===== src/rtl/hangman_main.sv =====
// Single-clock core of a two-keypad hangman game. Both multi-tap pads are
// debounced, the pad selected by role_switch drives the game FSM, and the
// LCD images and LEDs are decoded from registered state.

// One pad: a one-hot row that is stable for DEBOUNCE cycles produces one
// key event. The next press is accepted only after the row has read zero
// for DEBOUNCE cycles.
module hangman_debounce #(
  parameter int DEBOUNCE = 1000
) (
  input  logic       clk,
  input  logic       nRst,
  input  logic [3:0] row,
  output logic       ev_valid,
  output logic [3:0] ev_key
);
  localparam int CW = (DEBOUNCE > 1) ? $clog2(DEBOUNCE) : 1;
  localparam logic [CW-1:0] CNT_MAX = CW'(DEBOUNCE - 1);

  logic [3:0]    last;
  logic [CW-1:0] cnt;
  logic          armed;
  logic          stable;
  logic          one_hot;

  assign stable  = (row == last) && (cnt == CNT_MAX);
  assign one_hot = (row != 4'd0) && ((row & (row - 4'd1)) == 4'd0);

  // Track row stability and fire a single event per press.
  // NOTE: sequential state uses non-blocking assignments only, so every
  // flop samples the values from before the clock edge.
  always_ff @(posedge clk or negedge nRst) begin
    if (!nRst) begin
      last     <= 4'd0;
      cnt      <= '0;
      armed    <= 1'b1;
      ev_valid <= 1'b0;
      ev_key   <= 4'd0;
    end else begin
      ev_valid <= 1'b0;
      if (row != last) begin
        last <= row;
        cnt  <= '0;
      end else if (cnt != CNT_MAX) begin
        cnt <= cnt + 1'b1;
      end
      if (armed && stable && one_hot) begin
        ev_valid <= 1'b1;
        ev_key   <= row;
        armed    <= 1'b0;
      end else if (!armed && stable && (row == 4'd0)) begin
        armed <= 1'b1;
      end
    end
  end
endmodule

module hangman_main #(
  parameter int DEBOUNCE = 1000,
  parameter int MAX_LEN  = 8,
  parameter int MAX_MISS = 6
) (
  input  logic         clk,
  input  logic         nRst,
  input  logic         role_switch,
  input  logic [3:0]   input_row_host,
  input  logic [3:0]   input_row_player,
  output logic [127:0] host_row1,
  output logic [127:0] host_row2,
  output logic [127:0] play_row1,
  output logic [127:0] play_row2,
  output logic         red,
  output logic         green,
  output logic         blue,
  output logic         error,
  output logic         msg_sent
);
  localparam logic [1:0] S_SETUP = 2'd0;
  localparam logic [1:0] S_PLAY  = 2'd1;
  localparam logic [1:0] S_WIN   = 2'd2;
  localparam logic [1:0] S_LOSE  = 2'd3;
  localparam int LW = $clog2(MAX_LEN + 1);
  localparam int MW = $clog2(MAX_MISS + 1);

  // Letters are held as 5-bit codes (A=0 .. Z=25).
  function automatic logic [4:0] code_of(input logic [1:0] g, input logic [2:0] p);
    case (g)
      2'd3: case (p)
              3'd0:    code_of = 5'd0;   // A
              3'd1:    code_of = 5'd4;   // E
              3'd2:    code_of = 5'd8;   // I
              3'd3:    code_of = 5'd14;  // O
              default: code_of = 5'd20;  // U
            endcase
      2'd2:    code_of = 5'd9 + {2'b00, p};   // J K L
      default: code_of = 5'd15 + {2'b00, p};  // P Q R S
    endcase
  endfunction

  function automatic logic [2:0] grp_last(input logic [1:0] g);
    case (g)
      2'd3:    grp_last = 3'd4;
      2'd2:    grp_last = 3'd2;
      default: grp_last = 3'd3;
    endcase
  endfunction

  logic          h_ev, p_ev;
  logic [3:0]    h_key, p_key;
  logic [1:0]    state;
  logic [4:0]    word [MAX_LEN];
  logic [LW-1:0] len;
  logic [25:0]   guessed;
  logic [MW-1:0] miss;
  logic          pend_valid;
  logic [1:0]    pend_grp;
  logic [2:0]    pend_pos;

  logic          game_ev;
  logic [3:0]    key;
  logic [1:0]    key_grp;
  logic [2:0]    tap_pos;
  logic [4:0]    pend_code;
  logic [25:0]   guessed_next;
  logic          in_word;
  logic          all_hit;
  logic [7:0]    pend_ascii;

  hangman_debounce #(.DEBOUNCE(DEBOUNCE)) u_db_host (
    .clk(clk), .nRst(nRst), .row(input_row_host), .ev_valid(h_ev), .ev_key(h_key)
  );
  hangman_debounce #(.DEBOUNCE(DEBOUNCE)) u_db_player (
    .clk(clk), .nRst(nRst), .row(input_row_player), .ev_valid(p_ev), .ev_key(p_key)
  );

  // Pick the event of the pad that the current state listens to.
  // NOTE: every signal written in a combinational block gets a default
  // first, so no path can leave it unassigned and infer a latch.
  always_comb begin
    key     = role_switch ? p_key : h_key;
    game_ev = 1'b0;
    if (state == S_PLAY) game_ev = p_ev && role_switch;
    else                 game_ev = h_ev && !role_switch;
    key_grp = key[3] ? 2'd3 : (key[2] ? 2'd2 : 2'd1);
    tap_pos = 3'd0;
    if (pend_valid && (pend_grp == key_grp) && (pend_pos != grp_last(key_grp)))
      tap_pos = pend_pos + 3'd1;
  end

  // Evaluate the pending letter against the word.
  always_comb begin
    pend_code    = code_of(pend_grp, pend_pos);
    guessed_next = guessed | (26'd1 << pend_code);
    in_word      = 1'b0;
    all_hit      = 1'b1;
    for (int i = 0; i < MAX_LEN; i++) begin
      if (i < int'(len)) begin
        if (word[i] == pend_code) in_word = 1'b1;
        if (!guessed_next[word[i]]) all_hit = 1'b0;
      end
    end
  end

  // Game FSM: multi-tap entry, word building, guessing and restart.
  // NOTE: the word store is small and is cleared by reset like any other
  // register, so display decoding never sees stale letters.
  always_ff @(posedge clk or negedge nRst) begin
    if (!nRst) begin
      state      <= S_SETUP;
      len        <= '0;
      guessed    <= '0;
      miss       <= '0;
      pend_valid <= 1'b0;
      pend_grp   <= 2'd0;
      pend_pos   <= 3'd0;
      error      <= 1'b0;
      msg_sent   <= 1'b0;
      for (int i = 0; i < MAX_LEN; i++) word[i] <= 5'd0;
    end else begin
      error    <= 1'b0;
      msg_sent <= 1'b0;
      if (game_ev) begin
        if ((state == S_SETUP || state == S_PLAY) && !key[0]) begin
          pend_valid <= 1'b1;
          pend_grp   <= key_grp;
          pend_pos   <= tap_pos;
        end else if (key[0]) begin
          pend_valid <= 1'b0;
          case (state)
            S_SETUP: begin
              if (pend_valid) begin
                if (len == LW'(MAX_LEN)) error <= 1'b1;
                else begin
                  for (int i = 0; i < MAX_LEN; i++)
                    if (i == int'(len)) word[i] <= pend_code;
                  len <= len + 1'b1;
                end
              end else if (len == '0) begin
                error <= 1'b1;
              end else begin
                state    <= S_PLAY;
                msg_sent <= 1'b1;
              end
            end
            S_PLAY: begin
              if (pend_valid) begin
                if (guessed[pend_code]) error <= 1'b1;
                else begin
                  guessed  <= guessed_next;
                  msg_sent <= 1'b1;
                  if (!in_word) miss <= miss + 1'b1;
                  if (all_hit) state <= S_WIN;
                  else if (!in_word && (miss == MW'(MAX_MISS - 1))) state <= S_LOSE;
                end
              end
            end
            default: begin
              state   <= S_SETUP;
              len     <= '0;
              guessed <= '0;
              miss    <= '0;
              for (int i = 0; i < MAX_LEN; i++) word[i] <= 5'd0;
            end
          endcase
        end
      end
    end
  end

  assign blue  = (state == S_PLAY);
  assign green = (state == S_WIN);
  assign red   = (state == S_LOSE);

  // Decode the four LCD lines from registered state.
  always_comb begin
    pend_ascii = pend_valid ? (8'h41 + {3'b000, pend_code}) : 8'h20;
    host_row1  = {"WORD:", {11{" "}}};
    host_row2  = {"SENT", {12{" "}}};
    play_row1  = {16{" "}};
    play_row2  = {16{" "}};
    for (int i = 0; i < MAX_LEN; i++) begin
      if (i < int'(len)) begin
        host_row1[127 - 8*(5 + i) -: 8] = 8'h41 + {3'b000, word[i]};
        play_row1[127 - 8*i -: 8] = guessed[word[i]] ? (8'h41 + {3'b000, word[i]}) : "_";
      end
    end
    case (state)
      S_SETUP: begin
        host_row2 = {"LETTER:", pend_ascii, {8{" "}}};
        play_row1 = {"WAITING", {9{" "}}};
      end
      S_PLAY:  play_row2 = {"MISS:", 8'h30 + 8'(miss), " GUESS:", pend_ascii, {2{" "}}};
      S_WIN:   play_row2 = {"YOU WIN", {9{" "}}};
      default: play_row2 = {"YOU LOSE", {8{" "}}};
    endcase
  end
endmodule


===== config.mk =====
export PLATFORM = sky130hd
export DESIGN_NAME = hangman_main
export DESIGN_NICKNAME = d
export VERILOG_FILES = /design/src/rtl/hangman_main.sv
export SDC_FILE = /design/constraint.sdc
export NUM_CORES = 1
export LEC_CHECK = 0
export CORE_AREA = 2 2 206 208
export CTS_CLUSTER_DIAMETER = 150
export CTS_CLUSTER_SIZE = 28
export DETAILED_ROUTE_END_ITERATION = 6
export DIE_AREA = 0 0 208 210
export GPL_TIMING_DRIVEN = 0
export PLACE_DENSITY_LB_ADDON = 0.12
export SLEW_MARGIN = 20
export SYNTH_ARGS = -nofsm -noshare
export SYNTH_HDL_FRONTEND = slang
export SYNTH_SLANG_ARGS = --single-unit

===== constraint.sdc =====
create_clock -name clk -period 5.5 [get_ports clk]
set_input_delay 1.1 -clock clk [delete_from_list [all_inputs] [get_ports clk]]
set_output_delay 1.1 -clock clk [all_outputs]
set_load 0.005 [all_outputs]

# Word-level counts from Yosys, hierarchy flattened
# Cells that the tools add are included.
# op_classes
n_addsub,19
order_cmp,17
n_eq_ne,53
shift,1
n_mux,159
bitwise_logic,6
n_reduce_logical,53
# ops
operator,n
$pmux 127 s3,1
$mux 8,25
$mux 128,1
$mux 125,1
$bmux 1 s5,17
$mux 40,2
$pmux 40 s2,1
$mux 1,73
$add 7x5->8 const A,9
$reduce_and 7->1,9
$lt 5x6->1 const B,9
$mux 26,2
$pmux 26 s2,1
$eq 5x5->1,8
$mux 10,4
$mux 5,8
$or 26x26->26,1
$shl 1x5->26 const A,1
$logic_not 4->1,6
$add 10x1->10 const B,2
$eq 10x10->1 const B,2
$ne 10x10->1 const B,2
$pmux 5 s4,1
$logic_and 1x1->1,18
other kinds (43),104
# word_totals
ff_bits,123
in_bits,11
out_inout_bits,517
word_cells,335

# Longest topological paths before layout
# Gate-level depths: netlist (run 1).
# logic_depth
ltp_word,27
depth_mapped,21
mapped_depth_nobuf,17

# Cells and area by module
# From an unflattened synthesis (run 1), not the netlist that was laid out.
# hier_totals
cells_unflattened,1864
area_unflattened_um2,15583.7
# modules_own_cells
module,instances,cells_per_inst,area_per_inst_um2,seq_area_each_um2
hangman_main,1,1684,13618.1,2077.0
hangman_debounce (u_db_host),1,95,1001.0,501.7
hangman_debounce (u_db_player),1,85,964.7,501.7

# Worst setup path before layout (run 1)
# No wires, ideal clock.
# synth_path
path_kind,reg-to-reg
start,register pend_grp[1]
end,register state[0]
setup_time_ns,0.087
arrival_ns,4.774
required_time_ns,5.413
slack_ns,0.640
path_stages_with_launch,22
path_buffers,4
period_less_slack_ns,4.860
path_cell_list,dfrtp_1 buf_4 buf_6 nand2b_1 inv_1 fa_1 fa_1 a21bo_2 o21a_1 buf_2 inv_2 buf_4 ha_1 or4b_2 nand3b_1 nor2_1 o41ai_1 nor4_1 a2111oi_2 nand4bb_1 o21a_1 a211oi_2
# synth_between
elab_chain_len,26
word_cells_on_any_way,72
cone_classes,eq/ne: 12; shift: 1; mux: 55; bitwise: 1; reduce/logical: 3
# synth_rtl
element,line_no,source
"start, declared",116,logic [1:0] pend_grp;
"start signal, assigned",185,pend_grp <= key_grp;
$eq 2x2->1,87,case (g)
$pmux 5 s2 *,87,
$shl 1x5->26,153,guessed_next = guessed | (26'd1 << pend_code);
$or 26x26->26,153,
$bmux 1 s5,159,if (!guessed_next[word[i]]) all_hit = 1'b0;
$mux 1 (not written as such),159,
$mux 1,159,
$mux 1,157,if (i < int'(len)) begin
[10 not listed],n/a,
$mux 1,159,
$mux 1,157,
$mux 1,159,
$mux 1,157,
$mux 2,212,if (all_hit) state <= S_WIN;
$mux 2,207,if (guessed[pend_code]) error <= 1'b1;
$mux 2,206,if (pend_valid) begin
$pmux 2 s2,189,case (state)
"end signal, assigned",212,
"end signal, assigned",213,else if (!in_word && (miss == MW'(MAX_MISS - 1))) state <= S_LOSE;
"end signal, assigned",218,state <= S_SETUP;
"end, declared",110,logic [1:0] state;
# Mark *: on every way between the ends. The rest lies on a longest branch, timed or not. The select of a mux whose other input is x is not followed.
# A chain may end at the register's enable or synchronous reset.

# Final worst setup path (run 1)
# layout_path
start,register pend_grp[0]
end,register state[1]
# The elaborated chain is that of the path after synthesis.

==> parameters.txt, run 1 <==
Parameter                              Value

Status
  Status    completed

Route
  1st-pass router iterations    6
  Antenna-violating nets left    0
  Total met2 wirelength after detailed routing    31300 um
  Top routing layer in use    met5
  Total length of routed wires    70000 um
  Via count    16100
  Vias/cell    5.38
  Sum of met3 wire segment lengths after detailed routing    8220 um
  Number of DRC violations after detailed routing    0
  Metal1 wirelength    26000 um
  DRT iter0 DRCs    1648
  Detailed-route wire length per cell    23.4 um

Pwr
  Switching share of power    about a quarter
  Total power density per cell area    ~110 nW/um2
  Comb power frac    11.4%
  Sum of internal, switching and leakage power    0.00230 W
  Clock Power Share    49.7%
  Seq pwr share    between 30% and 40%
  Static leakage    9.18 nW
  Peak supply drop    0.231 mV
  Pint    0.00170 W
  Net switching power    0.000601 W

Finish
  Fraction of layout cells with a size suffix above 1    26.3%
  Area grow syn2layout    34.3%
  Post-Layout Cell Count    2988
  Net count reported at finish    ~2500

Logic synthesis
  Average cell area after synthesis    between 8 and 9 um2
  Register bit count reported by yosys    between 100 and 150
  Number of instances in the synthesized netlist    1866
  EDFF count, synth    0
  Share of synthesized area spent on multiplexers    14.6%
  Adder-cell area share of the yosys netlist    3.17%
  Dominant combinational cell family by area after synthesis    buffers and inverters
  Post-synthesis sequential area ratio    19.6%
  Synthesized area    15500 um2
  Most instantiated flip-flop cell in the synthesis netlist    sky130_fd_sc_hd__dfrtp_1
  Share of synthesized cell area in and, or, nand and nor gates    16.9%
  Compound-Gate Fraction of Synth Area    17.5%
  Count of unique library cells instantiated by Yosys    just over 90
  Post-synthesis share of cell area spent on xor and xnor gates    4.36%
  Count of yosys warnings during synthesis    0
  FFs w/ async S/R, synth    100%

Min path
  Hold Path Cell Cnt    2
  Class of the tightest hold or removal check    flip-flop to flip-flop
  HP Start    u_db_host.armed

CTS
  Post-cts hold buffer count    0
  CTS H-tree depth    4
  Sinks on the clock net    121
  CTS Buffer Depth    2
  Clock root buffer    sky130_fd_sc_hd__clkbuf_16
  Clock Pin Slew Worst Setup and Hold Paths    0.07 ns
  Clock tree from TritonCTS    yes
  Clock buffer count from CTS    17
  Skew-Pair Late Insertion Delay    0.45 ns

Setup path
  Critical Path RT    between 5 and 6 ns
  Worst Setup Start Kind    flip-flop
  Worst Setup End Kind    flip-flop
  Length in cells of the worst reg-to-reg path    21
  Start of the worst register-to-register path    pend_grp[0]
  Critical Path Fanout Max    10
  Worst Path Arrival    5.82 ns
  Launching element of the worst setup path    pend_grp[0]
  Startpoint-to-endpoint class of the critical path    flip-flop to flip-flop

Global route
  Largest net degree at the start of global routing    67
  Number of global-route vias before repair    around 15000
  Total grt overflow    0
  Initial antenna violation count    2
  First-pass GRT wire length    99900 um
  Total routing usage reported by global routing    between 30% and 40%

Floorplan
  Horizontal die dimension    208 um
  Overall die height    210 um
  DIE AREA    43700 um2
  Starting Density    37.3%
  Number of top-level design ports    528
  Area of the core    41500 um2
  Row count    75

Timing
  Slew at the pin closest to its max-slew limit    1.18 ns
  Final-layout worst hold slack    0.493 ns
  Final cycle utilization of the critical path    99.6%
  Final setup violating endpoints    0
  Clock period minus worst slack    roughly 5.5 ns
  Worst clock skew    0.0127 ns
  Final worst-path setup slack    0.0195 ns
  Tightest slew margin relative to the limit    20.8%
  Number of slew-limit violations in the final report    0
  Final hold vios    0
  Max Fclk    182 MHz
  Setup repair after global routing missed its margin    yes

Place
  Routability congestion estimate    1.02
  Port-buffer cells    226
  Total half-perimeter wirelength after legalization and detailed placement    52500 um
  Placed Instances    roughly 2900
  Post-Place Setup Slack    -1.60 ns

Job
  Reported max-cap violation count    0
sequential cells by signal, indices dropped and copies added (netlist names):
register	count
u_db_player.armed	1
miss	3
error	1
pend_pos	3
u_db_host.ev_valid	1
u_db_host.ev_key	3
msg_sent	1
u_db_player.ev_key	3
pend_grp	2
pend_valid	1
u_db_host.last	4
u_db_host.armed	1
word	40
state	2
u_db_player.cnt	10
u_db_host.cnt	10
u_db_player.last	4
len	4
guessed	26
u_db_player.ev_valid	1
layer usage:
metal  global-route usage (%)  vias to the layer above
li1                         -                     7100
met4                     17.4                        2
met3                     9.19                      250
met5                        0                        -
met1                     38.1                     7611
met2                     48.3                     1122
synth_stat cells (all sizes together), types with 19 or more instances:
cell type | count | area [um2]
a211oi | 23 | 188
a21oi | 78 | 398
a22o | 31 | 272
buf | 411 | 3010
clkbuf | 108 | 405
dfrtp | 119 | 2980
ha | 36 | 450
inv | 71 | 267
mux2i | 31 | 310
mux4 | 78 | 1760
nand2 | 120 | 450
nand2b | 19 | 119
nand3 | 44 | 220
nor2 | 169 | 637
nor3 | 55 | 285
nor4 | 19 | 119
o211ai | 19 | 156
o21ai | 69 | 357
or2 | 24 | 150
xnor2 | 53 | 464
xor2 | 24 | 210
worst max-delay path, stage by stage (launching register included):
cell and delay, ns:
sky130_fd_sc_hd__dfrtp_1 0.37, sky130_fd_sc_hd__buf_6 0.14, sky130_fd_sc_hd__buf_12 0.15, sky130_fd_sc_hd__nand2b_4 0.16, sky130_fd_sc_hd__inv_1 0.10, sky130_fd_sc_hd__fa_2 0.50, sky130_fd_sc_hd__a21boi_4 0.20, sky130_fd_sc_hd__nor2_4 0.25
sky130_fd_sc_hd__clkinv_2 0.34, sky130_fd_sc_hd__ha_1 0.38, sky130_fd_sc_hd__inv_1 0.17, sky130_fd_sc_hd__o32ai_4 0.15, sky130_fd_sc_hd__buf_4 0.19, sky130_fd_sc_hd__o22ai_2 0.65, sky130_fd_sc_hd__mux4_2 0.38, sky130_fd_sc_hd__nand2_1 0.06
sky130_fd_sc_hd__o2111a_1 0.15, sky130_fd_sc_hd__o41ai_1 0.35, sky130_fd_sc_hd__nand4bb_4 0.27, sky130_fd_sc_hd__buf_4 0.13, sky130_fd_sc_hd__o21ai_1 0.05, sky130_fd_sc_hd__a22o_1 0.20
final timing paths:
check | slack [ns] | end
worst max-delay path | 0.02 | state[1]
worst min-delay path | 0.49 | u_db_host.armed
worst max register to register | 0.02 | state[1]
worst min register to register | 0.49 | u_db_host.armed
max in group asynchronous | 4.22 | word[3]
min in group asynchronous | 0.55 | u_db_host.last[1]
layout make-up:
type	instances	area [um2]
tap	539	674
buffer	519	3440
sequential	121	3030
multi-input combinational	1447	10200
inverter	73	275
clock inverter	13	134
timing repair buffer	256	2560
antenna	1	2.50
clock buffer	19	453
fill	4100	20700
kinds of logic (layout without fill, tap and decap cells):
kind of cell             count (synthesis)  count (layout)
buffers and inverters                  592             880
AND/OR/NAND/NOR                        538             538
AO/OA/AOI/OAI                          372             372
multiplexers                           126             126
flip-flops                             121             121
XOR/XNOR                                77              77
adder cells (fa/ha/maj)                 38              38
other                                    2             297
power groups by stage:
stage / clock (W) / sequential (W) / combinational, W
after global placement: 0 / 0.000913 / 0.000243
after detailed placement: 0 / 0.000912 / 0.000248
after global routing: 0.00119 / 0.000896 / 0.000291
final: 0.00114 / 0.000896 / 0.000261
after CTS: 0.00116 / 0.000896 / 0.000248
after floorplan: 0 / 0.000912 / 0.000216
cells in the final DEF, fill, tap and decap left out, drive strengths merged, types with 8 or more instances in the layout:
cell,count
or2,24
mux4,78
nor3,55
o21ai,69
clkbuf,128
xor2,24
o31ai,13
nor2b,9
a2111oi,15
and2,9
ha,36
nand2,120
nand3,44
conb,296
buf,441
nand4b,8
a21oi,78
a211oi,23
nor4,19
nor2,169
a21o,9
inv,76
mux2,17
nand4,14
o211ai,19
o22ai,13
xnor2,53
and3,8
a22o,31
a31oi,11
dfrtp,119
or3,15
clkdlybuf4s50,225
mux2i,31
nand2b,19
stage by stage:
stage / utilization [%] / cell area [um2] / setup TNS [ns]
4_1_cts: 49.5 / 20500 / -0.124
3_5_place_dp: 47.5 / 19700 / -3.44
6_report: 50.1 / 20800 / 0
2_1_floorplan: - / 16600 / 0
5_1_grt: 50.1 / 20800 / -0.273
3_3_place_gp: 47.1 / 19500 / -210.40
repair_timing:
action	in CTS	in global routing
endpoints found under the setup margin	23	6
gates resized for setup	33	25
pin swaps	6	8
buffers inserted	8	16
(Power assumes the default switching activity.)
==> run 2: changes to the inputs <==
- CTS_CLUSTER_SIZE: 28 -> 40
- clock period: 5.5 -> 5.2 ns (I/O delays scaled with it)
==> run 2 against run 1 <==
Compared with the run above: the run now ends with negative setup slack left; routed wire length rose by 1.1%; total power rose by 5.8%; global-route usage rose by 0.14 points; cell area rose by 0.93%; clock power rose by 6%; clock skew fell by 0.0016 ns; sequential power rose by 5.8%; critical path depth fell by 3; cell count rose by 0.44%; worst setup slack got worse by 0.042 ns; non-clock buffer count rose by 13; largest cell class unchanged; highest routed layer is now met4.
==> parameters.txt, run 2 (same netlist as run 1, synthesis figures left out) <==
Parameter                              Value

Timing
  Clock period minus worst slack    5.22 ns (-0.258 ns)
  Setup repair after global routing missed its margin    yes
  Final setup violating endpoints    1 (+1)
  Slew at the pin closest to its max-slew limit    1.22 ns (+0.0321 ns)
  Final cycle utilization of the critical path    100% (+0.79 points)
  Max Fclk    191 MHz (+4.9%)
  Worst clock skew    0.0111 ns (-0.00160 ns)
  Tightest slew margin relative to the limit    18.9% (-1.9 points)
  Final hold vios    0 (unchanged)
  Number of slew-limit violations in the final report    0 (unchanged)
  Final worst-path setup slack    -0.0224 ns (-0.0419 ns)

CTS
  Clock tree from TritonCTS    yes
  Clock root buffer    sky130_fd_sc_hd__clkbuf_16
  Sinks on the clock net    121 (unchanged)
  Skew-Pair Late Insertion Delay    0.46 ns (about the same)
  CTS Buffer Depth    2 (unchanged)
  Clock Pin Slew Worst Setup and Hold Paths    0.06 ns (about the same)
  Clock buffer count from CTS    17 (unchanged)
  CTS H-tree depth    4 (unchanged)

Setup path
  R2r setup slk    -0.02 ns (-0.04 ns)
  Critical Path Fanout Max    10 (unchanged)
  Worst Setup End Kind    flip-flop
  Worst Path Arrival    5.59 ns (-0.23 ns)
  Startpoint-to-endpoint class of the critical path    flip-flop to flip-flop
  Critical Path RT    5.57 ns (-0.27 ns)
  Worst reg2reg endpoint    state[0]
  Length in cells of the worst reg-to-reg path    18 (-14%)
  Worst Setup Start Kind    flip-flop
  Start of the worst register-to-register path    pend_grp[0]

Route
  Number of DRC violations after detailed routing    0 (unchanged)
  Vias/cell    5.40 (+0.39%)
  Detailed-route wire length per cell    23.6 um (+0.65%)
  Via count    16200 (+0.83%)
  1st-pass router iterations    5 (-1)
  Antenna-violating nets left    0 (unchanged)
  Total length of routed wires    70700 um (+1.1%)
  DRT iter0 DRCs    1578 (-4.2%)

Finish
  Largest registers in the final layout    word (40), guessed (26)
  Max reg flops    40 (unchanged)
  Fraction of layout cells with a size suffix above 1    27.1% (+0.84 points)
  Finished layout cell area    21000 um2 (+0.93%)
  Net count reported at finish    2497 (+0.52%)
  Largest Register    word
  Top library cells by usage in the layout, fill and taps aside    sky130_fd_sc_hd__buf_4, sky130_fd_sc_hd__conb_1, sky130_fd_sc_hd__clkdlybuf4s50_1, sky130_fd_sc_hd__nor2_1, sky130_fd_sc_hd__nand2_1
  Area grow syn2layout    35.6%
  Leading cell type in the layout, fill and taps excluded    sky130_fd_sc_hd__buf_4

Global route
  Total routing usage reported by global routing    31.0% (+0.14 points)
  Total grt overflow    0 (unchanged)
  First-pass GRT wire length    100000 um (+0.39%)
  Initial antenna violation count    3 (+1)
  Number of global-route vias before repair    14800 (+0.77%)
  Largest net degree at the start of global routing    67 (unchanged)

Min path
  Class of the tightest hold or removal check    primary input to async pin

Floorplan
  Overall die height    210 um (unchanged)
  Number of top-level design ports    528 (unchanged)
  Area of the core    41500 um2 (unchanged)
  Row count    75 (unchanged)
  DIE AREA    43700 um2 (unchanged)
  Starting Density    37.3% (unchanged)
  Horizontal die dimension    208 um (unchanged)

Place
  Routability congestion estimate    1.02 (unchanged)
  Port-buffer cells    226 (unchanged)
  Total half-perimeter wirelength after legalization and detailed placement    52500 um (unchanged)
  Standard cell area after detailed placement    19700 um2 (unchanged)

Status
  Violated checks    negative setup slack
  Status    complete, but fails checks

Pwr
  Peak supply drop    0.244 mV (+5.8%)
  Total power density per cell area    116 nW/um2 (+4.8%)
  Sum of internal, switching and leakage power    0.00243 W (+5.8%)
  Static leakage    9.27 nW (+0.88%)

Job
  Reported max-cap violation count    0 (unchanged)
-- run 2: cell count changes in the layout (fill, tap and decap cells not counted), moves of 3 or more --
cell | before | now
sky130_fd_sc_hd__a211oi_4 | 0 | 3
sky130_fd_sc_hd__clkbuf_1 | 105 | 100
sky130_fd_sc_hd__clkbuf_2 | 4 | 8
sky130_fd_sc_hd__ha_1 | 33 | 30
sky130_fd_sc_hd__buf_4 | 401 | 410
sky130_fd_sc_hd__a211oi_2 | 4 | 1
-- run 2: cell type report --
type                            count  area [um2]
Buffer                            519        3470
Timing Repair Buffer              269        2680
Tap cell                          539         674
Fill cell                        4072       20500
Multi-Input combinational cell   1447       10200
Clock buffer                       19         453
Sequential cell                   121        3030
Inverter                           73         285
Antenna cell                        1        2.50
Clock inverter                     13         134
-- run 2: worst max path at each step --
stage	cells past startpoint	endpoint	slack [ns]	startpoint
after global routing	13	host_row2[68]	-0.06	pend_grp[0]
after global placement	1	word[10]	-1.99	nRst
after floorplan	21	state[0]	0.34	pend_grp[1]
after CTS	20	state[0]	-0.09	pend_grp[1]
final	18	state[0]	-0.02	pend_grp[0]
after detailed placement	19	state[0]	-1.90	pend_grp[0]
-- run 2: timing repair --
item / 4_1_cts / 5_1_grt
pin swaps: 10 / 11
hold endpoints to repair: 0 / 0
gates resized for setup: 55 / 34
setup endpoints to repair: 65 / 22
setup buffers: 19 / 18
hold buffers: 0 / 0
-- run 2: routing by layer --
layer | global-route usage [%] | wire, um | up-vias | part of all wire (%)
li1 | - | - | 7115 | -
met1 | 38.4 | 26100 | 7644 | 37
met2 | 48.9 | 31400 | 1177 | 44
met3 | 9.01 | 8640 | 282 | 12
met4 | 16.8 | 4590 | 0 | 6.5
met5 | 0 | 0 | - | 0
-- run 2: power by group --
part           switching (W)  leakage, nW  internal [W]
sequential        0.00000221         1.62      0.000946
combinational       0.000120         7.37      0.000156
clock               0.000514        0.280      0.000694
total               0.000636         9.27       0.00180
-- run 2: metrics by stage --
stage               hold WS (ns)  TNS, ns  cells  setup WS [ns]  utilization [%]
global route               0.524   -0.149   3000        -0.0580             50.6
detailed placement         0.486    -5.67   2931          -1.90             47.5
global placement           0.483  -242.25   2925          -1.99             47.1
CTS                        0.497   -0.186   2982        -0.0946             50.0
floorplan                  0.450        0   2160          0.340                -
finish                     0.486  -0.0224   3001        -0.0224             50.6
-- run 2: worst max-delay path, cell delays in order (launching register included) --
cell and delay, ns:
sky130_fd_sc_hd__dfrtp_1 0.34, sky130_fd_sc_hd__buf_6 0.12, sky130_fd_sc_hd__buf_12 0.14, sky130_fd_sc_hd__nand2b_4 0.13, sky130_fd_sc_hd__inv_2 0.05, sky130_fd_sc_hd__fa_2 0.62
sky130_fd_sc_hd__a21boi_4 0.26, sky130_fd_sc_hd__nor2_4 0.11, sky130_fd_sc_hd__inv_6 0.19, sky130_fd_sc_hd__ha_2 0.25, sky130_fd_sc_hd__o211ai_1 0.16, sky130_fd_sc_hd__a21oi_1 0.73
sky130_fd_sc_hd__or2_2 0.34, sky130_fd_sc_hd__mux4_2 0.25, sky130_fd_sc_hd__nand3_1 0.12, sky130_fd_sc_hd__a2111oi_4 0.66, sky130_fd_sc_hd__nand4bb_4 0.25, sky130_fd_sc_hd__o21a_1 0.24
sky130_fd_sc_hd__a211oi_2 0.16
==> run 3: changes to the inputs <==
- CTS_CLUSTER_DIAMETER: 150 -> 100
- GPL_TIMING_DRIVEN: 0 -> default
==> run 3 against run 2 <==
Compared with the run above: the run now ends clean; largest power group unchanged; cell area shrank 17%; global-route usage shrank 1.8 points; via count shrank 12%.
==> parameters.txt, run 3 (same netlist as run 1, synthesis figures left out) <==
Parameter                              Value

Global route
  First-pass GRT wire length    93800 um (-6.5%)
  Number of global-route vias before repair    13300 (-10%)
  Total grt overflow    0 (unchanged)
  Initial antenna violation count    0 (-3)
  Largest net degree at the start of global routing    63 (-6.0%)
  Total routing usage reported by global routing    29.2% (-1.8 points)

Route
  Detailed-route wire length per cell    25.9 um (+9.9%)
  Antenna-violating nets left    0 (unchanged)
  Total length of routed wires    65500 um (-7.4%)
  Via count    14300 (-12%)
  DRT iter0 DRCs    1564 (-0.89%)
  Vias/cell    5.67 (+4.9%)
  Number of DRC violations after detailed routing    0 (unchanged)
  1st-pass router iterations    6 (+1)

Floorplan
  Number of top-level design ports    528 (unchanged)
  Starting Density    37.3% (unchanged)
  DIE AREA    43700 um2 (unchanged)
  Overall die height    210 um (unchanged)
  Horizontal die dimension    208 um (unchanged)
  Area of the core    41500 um2 (unchanged)
  Row count    75 (unchanged)

CTS
  Clock Pin Slew Worst Setup and Hold Paths    0.07 ns (about the same)
  Skew-Pair Late Insertion Delay    0.46 ns (about the same)
  CTS Buffer Depth    2 (unchanged)
  Post-cts hold buffer count    0 (unchanged)
  Count of cells resized by post-cts repair    0 (-100%)
  Clock root buffer    sky130_fd_sc_hd__clkbuf_16
  Clock tree from TritonCTS    yes
  Sinks on the clock net    121 (unchanged)
  CTS H-tree depth    4 (unchanged)
  Post-CTS Setup Repair Bufs    0 (-19)
  Clock buffer count from CTS    17 (unchanged)

Timing
  Max Fclk    202 MHz (+5.2%)
  Number of slew-limit violations in the final report    0 (unchanged)
  Tightest slew margin relative to the limit    22.4% (+3.5 points)
  Final-layout worst hold slack    0.494 ns (+0.00756 ns)
  Slew at the pin closest to its max-slew limit    1.16 ns (-0.0590 ns)
  Clock period minus worst slack    4.96 ns (-0.260 ns)
  Setup TNS    0 ns (+0.0224 ns)
  Final setup violating endpoints    0 (-1)
  Final hold vios    0 (unchanged)
  Worst clock skew    0.0107 ns (-0.000331 ns)
  Setup repair after global routing missed its margin    no
  Final cycle utilization of the critical path    95.4% (-5.0 points)

Min path
  Class of the tightest hold or removal check    flip-flop to flip-flop
  Hold Path Cell Cnt    2
  Hold EP    u_db_host.armed
  HP Start    u_db_host.armed

Pwr
  Total power density per cell area    133 nW/um2 (+14%)
  Static leakage    7.17 nW (-23%)
  Peak supply drop    0.284 mV (+16%)

Finish
  Finished layout cell area    17400 um2 (-17%)
  Leading cell type in the layout, fill and taps excluded    sky130_fd_sc_hd__conb_1
  Largest registers in the final layout    word (40), guessed (26)
  Max reg flops    40 (unchanged)
  Filler instances    4188 (+2.8%)
  Top library cells by usage in the layout, fill and taps aside    sky130_fd_sc_hd__conb_1, sky130_fd_sc_hd__clkdlybuf4s50_1, sky130_fd_sc_hd__nor2_1, sky130_fd_sc_hd__nand2_1, sky130_fd_sc_hd__dfrtp_1
  Post-Layout Cell Count    2529 (-16%)
  Area grow syn2layout    12.7%
  Largest Register    word
  Core Util, Final    42.0% (-8.5 points)
  Fraction of layout cells with a size suffix above 1    13.5% (-14 points)
  Net count reported at finish    2025 (-19%)

Setup path
  Worst Setup End Kind    primary output
  Startpoint-to-endpoint class of the critical path    flip-flop to primary output
  Length in cells of the worst reg-to-reg path    16 (-2)
  Worst Setup Start Kind    flip-flop
  Worst Path Arrival    3.92 ns (-1.67 ns)
  R2r setup slk    0.32 ns (+0.34 ns)
  Critical Path RT    4.16 ns (-1.41 ns)
  Critical Path Fanout Max    9 (-1)
  Start of the worst register-to-register path    pend_pos[0]
  Worst reg2reg endpoint    state[1]

Place
  Total half-perimeter wirelength after legalization and detailed placement    48800 um (-6.9%)
  Placed Instances    2496 (-15%)
  Standard cell area after detailed placement    16800 um2 (-15%)
  Routability congestion estimate    1.01 (-0.99%)
  Port-buffer cells    231 (+2.2%)

Job
  Reported max-cap violation count    0 (unchanged)

Status
  Status    completed
## run 3: cell count changes in the layout (fill, tap and decap cells not counted), moves of 4 or more
cell,delta
sky130_fd_sc_hd__ha_1,+5
sky130_fd_sc_hd__a21oi_1,+4
sky130_fd_sc_hd__buf_12,-7
sky130_fd_sc_hd__buf_1,-15
sky130_fd_sc_hd__buf_2,-11
sky130_fd_sc_hd__clkdlybuf4s50_1,+5
sky130_fd_sc_hd__buf_4,-324
sky130_fd_sc_hd__buf_6,-9
sky130_fd_sc_hd__clkbuf_1,-99
sky130_fd_sc_hd__clkbuf_2,-8
## run 3: critical path, cell delays in order (launching register included)
cell                              delay [ns]
sky130_fd_sc_hd__dfrtp_1                0.49
sky130_fd_sc_hd__inv_1                  0.16
sky130_fd_sc_hd__fa_1                   0.45
sky130_fd_sc_hd__fa_1                   0.45
sky130_fd_sc_hd__a21bo_2                0.32
sky130_fd_sc_hd__o21a_1                 0.18
sky130_fd_sc_hd__inv_2                  0.08
sky130_fd_sc_hd__buf_4                  0.18
sky130_fd_sc_hd__nor3_1                 0.28
sky130_fd_sc_hd__xnor2_1                0.17
sky130_fd_sc_hd__nor2_1                 0.15
sky130_fd_sc_hd__clkdlybuf4s50_1        0.54
## run 3: cell type report
| type | count | area (um2) | area share (%) |
|---|---|---|---|
| repair buffers | 316 | 2950 | 16.9 |
| flip-flops and latches | 121 | 3030 | 17.4 |
| clock buffers | 18 | 429 | 2.46 |
| clock inverters | 14 | 164 | 0.940 |
| inverters | 73 | 274 | 1.57 |
| multi-input cells | 1447 | 9910 | 56.9 |
| diodes | 1 | 2.50 | 0.0144 |
| well taps | 539 | 674 | 3.87 |
## run 3: layer usage
| layer | wire length, um | part of all wire (%) | track usage (%) |
|---|---|---|---|
| met5 | 0 | 0 | 0 |
| met4 | 3010 | 4.6 | 12.4 |
| met3 | 5360 | 8.2 | 5.39 |
| met2 | 30100 | 46 | 47.0 |
| met1 | 27100 | 41 | 38.6 |
## run 3: through the flow
step / total power [W] / worst slack, ns
finish: 0.00231 / 0.238
global route: 0.00240 / 0.0119
global placement: 0.00106 / 0.371
floorplan: 0.00119 / 0.340
CTS: 0.00233 / 0.230
detailed placement: 0.00106 / 0.286
## run 3: power breakdown
part	internal, W	total (W)	switching [W]
registers	0.000946	0.000948	0.00000224
clock network	0.000718	0.00126	0.000543
logic	0.0000157	0.000102	0.0000866
total	0.00168	0.00231	0.000632
## run 3: worst max-delay path by stage
stage	startpoint	endpoint	slack, ns	depth (start not counted)
detailed placement	pend_pos[0]	state[0]	0.29	16
global route	pend_pos[0]	play_row2[21]	0.01	12
CTS	pend_pos[0]	play_row2[21]	0.23	12
floorplan	pend_grp[1]	state[0]	0.34	21
finish	pend_pos[0]	play_row2[19]	0.24	11
global placement	pend_pos[0]	state[0]	0.37	17
